`config.mk`:
```
export PLATFORM = sky130hd
export DESIGN_NAME = mips_muldiv_unit
export DESIGN_NICKNAME = d
export VERILOG_FILES = /design/src/rtl/mips_muldiv_unit_pkg.sv /design/src/rtl/mips_muldiv_unit.sv
export SDC_FILE = /design/constraint.sdc
export NUM_CORES = 1
export LEC_CHECK = 0
export ABC_AREA = 1
export BUFFER_PORTS_ARGS = -buffer_cell sky130_fd_sc_hd__buf_2
export CAP_MARGIN = 20
export CORE_MARGIN = 2
export CORE_UTILIZATION = 40
export CTS_CLUSTER_SIZE = 10
export DETAILED_ROUTE_END_ITERATION = 10
export PLACE_DENSITY_LB_ADDON = 0.2
export SYNTH_ARGS = -nofsm -noshare
export SYNTH_HDL_FRONTEND = slang
export SYNTH_SLANG_ARGS = --single-unit
```
`constraint.sdc`:
```
create_clock -name clk -period 4.6 [get_ports clk]
set_clock_uncertainty 0.1 [all_clocks]
set_input_delay 0.23 -clock clk [delete_from_list [all_inputs] [get_ports clk]]
set_output_delay 0.23 -clock clk [all_outputs]
set_load 0.02 [all_outputs]
```
`src/rtl/mips_muldiv_unit_pkg.sv`:
```
// Shared opcode/state types and constants for the MIPS HI/LO multiply-divide unit.
package mips_pkg;

    localparam int unsigned MULDIV_OP_W = 3;
    localparam logic [MULDIV_OP_W-1:0] MTHI_CODE = 3'd4;
    localparam logic [MULDIV_OP_W-1:0] MTLO_CODE = 3'd5;

    typedef enum logic [MULDIV_OP_W-1:0] {
        OP_MULT  = 3'd0,
        OP_MULTU = 3'd1,
        OP_DIV   = 3'd2,
        OP_DIVU  = 3'd3,
        OP_MTHI  = MTHI_CODE,
        OP_MTLO  = MTLO_CODE
    } muldiv_op_t;

    typedef enum logic [1:0] {
        ST_IDLE,
        ST_MUL,
        ST_DIV,
        ST_FIN
    } muldiv_state_t;

    // Signed variants work on magnitudes and fix the sign on commit.
    function automatic logic op_is_signed(input logic [MULDIV_OP_W-1:0] op);
        return (op == OP_MULT) || (op == OP_DIV);
    endfunction

endpackage

```
`src/rtl/mips_muldiv_unit.sv`:
```
// Iterative MIPS multiply/divide unit: radix-2 shift-add multiply, restoring divide,
// and the architectural HI/LO registers with MTHI/MTLO writes.
module mips_muldiv_unit
    import mips_pkg::*;
#(
    parameter int unsigned XLEN  = 32,
    parameter int unsigned CNT_W = $clog2(XLEN) + 1
) (
    input  logic                   clk,
    input  logic                   rst_b,
    input  logic                   start,
    input  logic [MULDIV_OP_W-1:0] op,
    input  logic [XLEN-1:0]        rs_val,
    input  logic [XLEN-1:0]        rt_val,
    output logic                   busy,
    output logic                   done,
    output logic                   div_by_zero,
    output logic [XLEN-1:0]        hi,
    output logic [XLEN-1:0]        lo
);

    localparam int unsigned WW = 2 * XLEN;

    muldiv_state_t    state_q, state_d;
    muldiv_op_t       op_q, op_d;
    logic [CNT_W-1:0] cnt_q, cnt_d;
    logic [XLEN-1:0]  opnd_q, opnd_d;
    logic [WW-1:0]    work_q, work_d;
    logic             q_neg_q, q_neg_d;
    logic             r_neg_q, r_neg_d;
    logic             dbz_q, dbz_d;
    logic             busy_q, busy_d;
    logic             done_q, done_d;
    logic             div_by_zero_q, div_by_zero_d;
    logic [XLEN-1:0]  hi_q, hi_d;
    logic [XLEN-1:0]  lo_q, lo_d;

    logic             a_neg_c, b_neg_c, last_c, is_div_c;
    logic [XLEN:0]    mul_sum_c, div_sh_c, div_diff_c;
    logic [WW-1:0]    mul_nx_c, div_nx_c, iter_nx_c, prod_fix_c;
    logic [XLEN-1:0]  quot_fix_c, rem_fix_c;

    function automatic logic [XLEN-1:0] mag(input logic [XLEN-1:0] v, input logic neg);
        return neg ? XLEN'(-v) : v;
    endfunction

    // work_q holds {acc, multiplier} for multiply and {remainder, quotient} for divide.
    always_comb begin : iter_dp
        a_neg_c    = op_is_signed(op) & rs_val[XLEN-1];
        b_neg_c    = op_is_signed(op) & rt_val[XLEN-1];

        mul_sum_c  = {1'b0, work_q[WW-1:XLEN]} + (work_q[0] ? {1'b0, opnd_q} : '0);
        mul_nx_c   = {mul_sum_c, work_q[XLEN-1:1]};

        div_sh_c   = work_q[WW-1:XLEN-1];
        div_diff_c = div_sh_c - {1'b0, opnd_q};
        div_nx_c   = div_diff_c[XLEN] ? {div_sh_c[XLEN-1:0], work_q[XLEN-2:0], 1'b0}
                                      : {div_diff_c[XLEN-1:0], work_q[XLEN-2:0], 1'b1};

        iter_nx_c  = (state_q == ST_DIV) ? div_nx_c : mul_nx_c;
        prod_fix_c = q_neg_q ? WW'(-iter_nx_c) : iter_nx_c;
        quot_fix_c = q_neg_q ? XLEN'(-iter_nx_c[XLEN-1:0]) : iter_nx_c[XLEN-1:0];
        rem_fix_c  = r_neg_q ? XLEN'(-iter_nx_c[WW-1:XLEN]) : iter_nx_c[WW-1:XLEN];

        last_c     = (cnt_q == CNT_W'(XLEN - 1));
        is_div_c   = (op_q == OP_DIV) || (op_q == OP_DIVU);
    end

    always_comb begin : fsm_next
        state_d       = state_q;
        op_d          = op_q;
        cnt_d         = cnt_q;
        opnd_d        = opnd_q;
        work_d        = work_q;
        q_neg_d       = q_neg_q;
        r_neg_d       = r_neg_q;
        dbz_d         = dbz_q;
        hi_d          = hi_q;
        lo_d          = lo_q;
        done_d        = 1'b0;
        div_by_zero_d = 1'b0;

        case (state_q)
            ST_IDLE: begin
                if (start) begin
                    case (op)
                        OP_MULT, OP_MULTU: begin
                            state_d = ST_MUL;
                            op_d    = muldiv_op_t'(op);
                            cnt_d   = '0;
                            opnd_d  = mag(rs_val, a_neg_c);
                            work_d  = {XLEN'(0), mag(rt_val, b_neg_c)};
                            q_neg_d = a_neg_c ^ b_neg_c;
                            r_neg_d = 1'b0;
                            dbz_d   = 1'b0;
                        end
                        OP_DIV, OP_DIVU: begin
                            op_d    = muldiv_op_t'(op);
                            cnt_d   = '0;
                            opnd_d  = mag(rt_val, b_neg_c);
                            work_d  = {XLEN'(0), mag(rs_val, a_neg_c)};
                            q_neg_d = a_neg_c ^ b_neg_c;
                            r_neg_d = a_neg_c;
                            if (rt_val == '0) begin
                                // Divide by zero short-circuits straight to the commit cycle.
                                state_d = ST_FIN;
                                dbz_d   = 1'b1;
                                hi_d    = rs_val;
                                lo_d    = '1;
                            end else begin
                                state_d = ST_DIV;
                                dbz_d   = 1'b0;
                            end
                        end
                        OP_MTHI: begin
                            state_d = ST_FIN;
                            op_d    = OP_MTHI;
                            dbz_d   = 1'b0;
                            hi_d    = rs_val;
                        end
                        OP_MTLO: begin
                            state_d = ST_FIN;
                            op_d    = OP_MTLO;
                            dbz_d   = 1'b0;
                            lo_d    = rs_val;
                        end
                        default: ;
                    endcase
                end
            end

            ST_MUL, ST_DIV: begin
                work_d = iter_nx_c;
                cnt_d  = cnt_q + 1'b1;
                if (last_c) begin
                    state_d = ST_FIN;
                    if (is_div_c) begin
                        hi_d = rem_fix_c;
                        lo_d = quot_fix_c;
                    end else begin
                        hi_d = prod_fix_c[WW-1:XLEN];
                        lo_d = prod_fix_c[XLEN-1:0];
                    end
                end
            end

            ST_FIN: begin
                state_d       = ST_IDLE;
                done_d        = 1'b1;
                div_by_zero_d = dbz_q;
            end
        endcase

        busy_d = (state_d != ST_IDLE);
    end

    always_ff @(posedge clk) begin
        if (rst_b) begin
            state_q       <= ST_IDLE;
            op_q          <= OP_MULT;
            cnt_q         <= '0;
            opnd_q        <= '0;
            work_q        <= '0;
            q_neg_q       <= 1'b0;
            r_neg_q       <= 1'b0;
            dbz_q         <= 1'b0;
            busy_q        <= 1'b0;
            done_q        <= 1'b0;
            div_by_zero_q <= 1'b0;
            hi_q          <= '0;
            lo_q          <= '0;
        end else begin
            state_q       <= state_d;
            op_q          <= op_d;
            cnt_q         <= cnt_d;
            opnd_q        <= opnd_d;
            work_q        <= work_d;
            q_neg_q       <= q_neg_d;
            r_neg_q       <= r_neg_d;
            dbz_q         <= dbz_d;
            busy_q        <= busy_d;
            done_q        <= done_d;
            div_by_zero_q <= div_by_zero_d;
            hi_q          <= hi_d;
            lo_q          <= lo_d;
        end
    end

    assign busy        = busy_q;
    assign done        = done_q;
    assign div_by_zero = div_by_zero_q;
    assign hi          = hi_q;
    assign lo          = lo_q;

endmodule

```
======== Yosys cells after proc, flatten, opt, wreduce, memory -nomap -nowiden ========
Index checks and enable logic that the tools add are counted.
storage, ports and cells
  RAM bits ................................ 0
  bits in registers ....................... 177
  memories ................................ 0
  ROM bits ................................ 0
  bits of input ports ..................... 70
  latch bits .............................. 0
  word-level logic and storage cells ...... 105
  output and inout bits ................... 67
operators by class
  order comparisons ....................... 0
  eq/ne operators ......................... 18
  shifts and indexed selects .............. 0
  bitwise gates (word level) .............. 4
  reductions and logical operators ........ 25
  $mul .................................... 0
  $add $sub $neg .......................... 8
  div/mod/pow operators ................... 0
  mux-type cells .......................... 37
operator list
  cell                                                                     count
  32-bit 2-to-1 mux                                                        13
  32-bit case mux with 2 select lines                                      5
  64-bit 2-to-1 mux                                                        4
  64-bit case mux with 2 select lines                                      2
  32-bit negator                                                           4
  64-bit negator                                                           1
  32-bit by 32-bit adder with 33-bit output                                1
  33-bit by 32-bit subtractor with 33-bit output                           1
  32-bit zero test                                                         1
  3-bit AND reduction                                                      6
  3-bit by 2-bit == test with 1-bit output, second input constant          4
  6-bit 2-to-1 mux                                                         2
  2-bit case mux with 3 select lines                                       2
  6-bit case mux with 2 select lines                                       1
  5-bit AND reduction                                                      2
  2-bit OR reduction                                                       5
  3-bit by 1-bit inequality test with 1-bit output, second input constant  3
  3-bit case mux with 3 select lines                                       1
  2-bit nonzero test                                                       4
  4-bit OR reduction                                                       2
  6-bit by 1-bit adder with 6-bit output, second input constant            1
  3-bit == test, second input constant                                     2
  6-bit by 5-bit == test with 1-bit output, second input constant          1
  2-bit inequality test, second input constant                             3
  14 further kinds                                                         21

======== Logic depth before layout (Yosys ltp) ========
  word-level depth ........................ 8
  gate-level depth with buffers ........... 38
  mapped depth without buffers ............ 37

======== Worst setup path after synthesis ========
OpenSTA, ideal clock, no wires.
  kind .................................... reg-to-reg
  start point ............................. register work_q[31]
  end point ............................... register hi_q[26] (netlist: hi[26])
  required time ........................... 4.367 ns
  slack ................................... 0.477 ns
  cell stages (with the launch flop) ...... 37
  arrival ................................. 3.889 ns
  path through ............................ dfxtp_1 -> inv_1 -> ha_1 -> inv_1 -> fa_1 -> nand2_1 -> nand2_1 -> nand3b_1 -> nand2_2 -> nand2_2 -> nand2_4 -> nand2_4 -> nand3_2 -> nand3_2 -> buf_4 -> nand2_1 -> inv_1 -> ha_1 -> inv_1 -> nor2_1 -> nand3_1 -> nor2_2 -> nand2_1 -> nor3_2 -> nand2_1 -> nor2_1 -> nand2_1 -> nor2_1 -> nand3_1 -> nand2_1 -> nand2_1 -> a21oi_1 -> nand2_1 -> nand3_1 -> nand3_1 -> nand2_1 -> a21oi_2
on the way
  longest elaborated chain between the ends .. 8
ends and longest elaborated chain
  element                                                        RTL line                                        text
  start, declared                                                mips_muldiv_unit.sv:28                          logic [WW-1:0] work_q, work_d;
  start signal, assigned                                         mips_muldiv_unit.sv:177                         work_q <= work_d;
  33-bit by 32-bit subtractor with 33-bit output                 mips_muldiv_unit.sv:56                          div_diff_c = div_sh_c - {1'b0, opnd_q};
  64-bit 2-to-1 mux                                              mips_muldiv_unit.sv:57                          div_nx_c = div_diff_c[XLEN] ? {div_sh_c[XLEN-1:0], work_q[XLEN-2:0], 1'b0}
  64-bit 2-to-1 mux *                                            mips_muldiv_unit.sv:60                          iter_nx_c = (state_q == ST_DIV) ? div_nx_c : mul_nx_c;
  64-bit negator / 32-bit negator (equally long branches)        mips_muldiv_unit.sv:61, mips_muldiv_unit.sv:63
  64-bit 2-to-1 mux / 32-bit 2-to-1 mux (equally long branches)  mips_muldiv_unit.sv:61, mips_muldiv_unit.sv:63
  32-bit 2-to-1 mux *                                            mips_muldiv_unit.sv:137                         if (is_div_c) begin
  32-bit 2-to-1 mux *                                            mips_muldiv_unit.sv:135                         if (last_c) begin
  32-bit case mux with 2 select lines *                          mips_muldiv_unit.sv:83                          case (state_q)
  end signal, assigned                                           mips_muldiv_unit.sv:184                         hi_q <= hi_d;
  end, declared                                                  mips_muldiv_unit.sv:35                          logic [XLEN-1:0] hi_q, hi_d;
Every way passes the cells marked *; elsewhere a longest branch is shown, timed or not. The select of a mux whose other input is x is not followed.
A chain may end at the register's enable or synchronous reset.

======== Final worst setup path ========
  start point ............................. register work_q[31]
  end point ............................... register hi_q[23] (netlist: hi[23])
The elaborated chain is that of the path after synthesis.

==> run_results.csv <==
group,metric,value,unit
status,status,"completed",
cells_and_area,nFillCells,4864,
floorplanning,num_io_pins,137,
detailed_routing,wire_per_inst,22.6,um
grt,gr-total-overflow,0,
critical_path,timing.critical_path.fanout_max,23,
place,gp_congestion,1.04,
grt,grtUsageMet3,0.0573,
grt,grt_antenna_before_repair,2,
grt,grt_pass1_wl,128000,um
pwr,netSwitchingFraction,0.483,
critical_path,required,4.82,ns
critical_path,worst_setup_path_end_kind,"register",
clock_network,cts_tree,"built",
detailed_routing,firstDrtPassIters,6,
synthesis,async_reset_ff_frac,0,
timing,setup_viol,0,
clock_network,worstSkewPairLatency,0.48,ns
clock_network,clk_pin_slew_worst_paths,0.08,ns
pwr,p_per_area,331,nW/um^2
cells_and_area,fin_nets,3395,
floorplanning,rows,77,
timing,slew_headroom,0.290,
grt,grt_max_degree,91,
clock_network,cts_made_buffers,17,
timing,clock.fmax,0.229,GHz
synthesis,syn_nets,3278,
pwr,p_seq_frac,0.264,
synthesis,syn_area_per_cell,5.66,um^2
synthesis,synth-edff-count,0,
detailed_routing,vias_per_cell,5.67,
grt,gr-usage-met2,0.599,
cells_and_area,finalNonFillerCells,3858,
place,placedCellCount,3808,
floorplanning,core-area,44000,um^2
grt,grt_usage,0.369,
hold_path,hold_class,"primary input to register",
detailed_routing,ant_nets,0,
cells_and_area,syn2layout_area_growth,14.6,%
timing,hold_viol_final,0,
clock_network,cts-htree-levels,4,
detailed_routing,drc_errors,0,
pwr,clkPwrFrac,0.237,
cells_and_area,drive_gt1_frac,0.132,
grt,busiest_layer,"met2",
pwr,power_leakage,10.1,nW
pwr,intPower,0.00347,W
floorplanning,die_y,215,um
pwr,irDropWorstVdd,305,uV
grt,grtUsageMet1,0.464,
synthesis,ys.flop_type,"dfxtp_1",
grt,grt_pass1_vias,20500,
timing,worst_slack,0.225,ns
synthesis,syn_area,17700,um^2
synthesis,synth_cell_types,56,
timing,period_share,0.951,
clock_network,clockBufferDepth,2,
place,placed_area,19200,um^2
timing,tightest_slew,1.07,ns
floorplanning,dieArea,46000,um^2
cells_and_area,final_area,20300,um^2
job,drv_cap,0,
floorplanning,die_w,215,um
timing,slew_viol_final,0,
synthesis,syn_inst,3134,
place,pre_cts_ws,0.00117,ns
pwr,combPwrFrac,0.500,
clock_network,clock-root-buffer,"clkbuf_16",
detailed_routing,finalWirelength,87100,um
timing,fin_crit,4.38,ns
critical_path,timing_worst_setup_path_type,"register to register",
place,portBuffers,136,
critical_path,arrival,4.60,ns
timing,setup_tns,0,ns
clock_network,clock-sinks,176,
place,dp_hpwl,69600,um
cells_and_area,multi_input_comb_area,12400,um^2
cells_and_area,regArea,3530,um^2
synthesis,yosysSeqAreaShare,0.199,
critical_path,start_kind,"register",
floorplanning,initial_core_util,0.403,
detailed_routing,dr.first_iter.drc_count,2540,
synthesis,ys.warnings.count,0,
pwr,p_switching,0.00325,W
detailed_routing,num_vias,21900,
synthesis,ys_seq_elements,176,
## cell families after synthesis
kind of cell / after synthesis / share of synthesized area
simple gates: 1651 / 0.397
buf+inv: 565 / 0.124
xor+xnor: 78 / 0.0385
compound gates: 589 / 0.188
fa+ha+maj: 74 / 0.0531
mux: 1 / 0.000635
flops: 176 / 0.199
## power by group through the flow
stage / logic [W] / clock network (W) / registers (W)
2_1_floorplan: 0.00200 / 0 / 0.00186
5_1_grt: 0.00362 / 0.00163 / 0.00178
3_3_place_gp: 0.00314 / 0 / 0.00180
3_5_place_dp: 0.00314 / 0 / 0.00180
4_1_cts: 0.00316 / 0.00159 / 0.00177
6_report: 0.00336 / 0.00159 / 0.00177
## cell usage after synthesis, types with 5 or more instances
cell      number  area (um^2)
buf_2         16         80.1
inv_1        434         1630
nand3b_1      11         82.6
a21o_1         8         60.1
ha_1          72          901
nor2_2        19          119
nand3_2        9         90.1
o211ai_1      33          248
nor3_1        41          205
dfxtp_1      176         3520
o21ai_1       18         90.1
o221ai_1      10         87.6
o21a_1         6         45.0
a31oi_1       30          188
nand2_2       28          175
xor2_1        61          534
o21ai_0      182          911
o21bai_1       9         67.6
xnor2_1       17          149
nor2_1       278         1040
nor4_1         6         37.5
a21oi_1      242         1210
a21oi_2       10         87.6
buf_1         10         37.5
nand2_4        9          101
nand2_1      963         3610
or2_2         14         87.6
a22oi_1       16          120
nand3_1      222         1110
o31ai_1        5         37.5
nand4_1       35          219
inv_2         11         41.3
clkbuf_1      85          319
## placed cells by master (no fill, tap or decap), drive strengths merged, types with 3 or more instances in the layout
| master | synthesis | final |
|---|---|---|
| a21o | 8 | 8 |
| a21oi | 254 | 254 |
| a22oi | 16 | 16 |
| a31oi | 30 | 30 |
| and3 | 3 | 3 |
| buf | 35 | 215 |
| clkbuf | 85 | 18 |
| clkinv | 0 | 5 |
| clkinvlp | 0 | 3 |
| dfxtp | 176 | 176 |
| dlygate4sd3 | 0 | 3 |
| ha | 72 | 72 |
| inv | 445 | 449 |
| nand2 | 1000 | 1000 |
| nand3 | 232 | 232 |
| nand3b | 11 | 11 |
| nand4 | 36 | 36 |
| nor2 | 300 | 300 |
| nor3 | 45 | 45 |
| nor4 | 6 | 6 |
| o2111ai | 4 | 4 |
| o211ai | 33 | 33 |
| o21a | 6 | 6 |
| o21ai | 203 | 203 |
| o21bai | 9 | 9 |
| o221ai | 10 | 10 |
| o22ai | 3 | 3 |
| o31ai | 5 | 5 |
| or2 | 14 | 14 |
| xnor2 | 17 | 17 |
| xor2 | 61 | 61 |
## through the flow
stage	total power (W)	hold slack (ns)	utilization
detailed placement	0.00494	0.352	0.436
floorplan	0.00387	0.289	-
global placement	0.00494	0.350	0.436
finish	0.00672	0.0126	0.461
CTS	0.00652	0.00980	0.450
global route	0.00703	0.0497	0.461
## worst paths after layout
path                            cells past startpoint        from  slack, ns        end
worst max-delay path                               26  work_q[31]       0.22     hi[23]
worst min-delay path                                3   rt_val[0]       0.01  opnd_q[0]
worst max register to register                     26  work_q[31]       0.22     hi[23]
worst min register to register                      2       hi[7]       0.36      hi[7]
## state kept, by name (all words and copies together) (netlist names), 2 cells and up
signal	flops
work_q	64
opnd_q	32
hi	32
op_q	2
lo	32
cnt_q	6
state_q	2
## area by class of cell
class                   instances  area share
diodes                          2    0.000246
clock buffers                  18      0.0216
clock inverters                14     0.00770
well taps                     592      0.0365
flip-flops and latches        176       0.174
multi-input cells            2393       0.610
inverters                     445      0.0822
repair buffers                218      0.0678
## layer usage
layer	wire, um	share of wire	vias to the layer above
li1	-	-	10300
met1	35300	0.41	10300
met2	39000	0.45	1059
met3	7130	0.082	208
met4	5620	0.065	0
met5	0	0	-
## repair_timing
item,4_1_cts,5_1_grt
hold buffers,3,0
setup buffers,0,11
cloned,0,0
resized for setup,1,77
endpoints found under the setup margin,2,18
endpoints found under the hold margin,3,0
pin swaps,0,22
## critical path: stages (launching register included)
cell      delay [ns]
dfxtp_2         0.34
inv_2           0.07
ha_4            0.12
inv_2           0.04
fa_2            0.39
nand2_2         0.09
nand2_1         0.05
nand3b_1        0.10
nand2_2         0.08
nand2_2         0.08
nand2_4         0.06
nand2_4         0.11
nand2_4         0.07
nand2_4         0.11
nand2_4         0.26
nand2_1         0.14
nand3_1         0.16
nand2_1         0.38
nand2_2         0.16
nor2_2          0.18
nand2_1         0.12
o21ai_1         0.42
nand2_1         0.16
nand3_1         0.12
nand3_1         0.10
nand2_1         0.14
a21oi_2         0.06
Note: power is estimated with default switching activity, not from simulation.
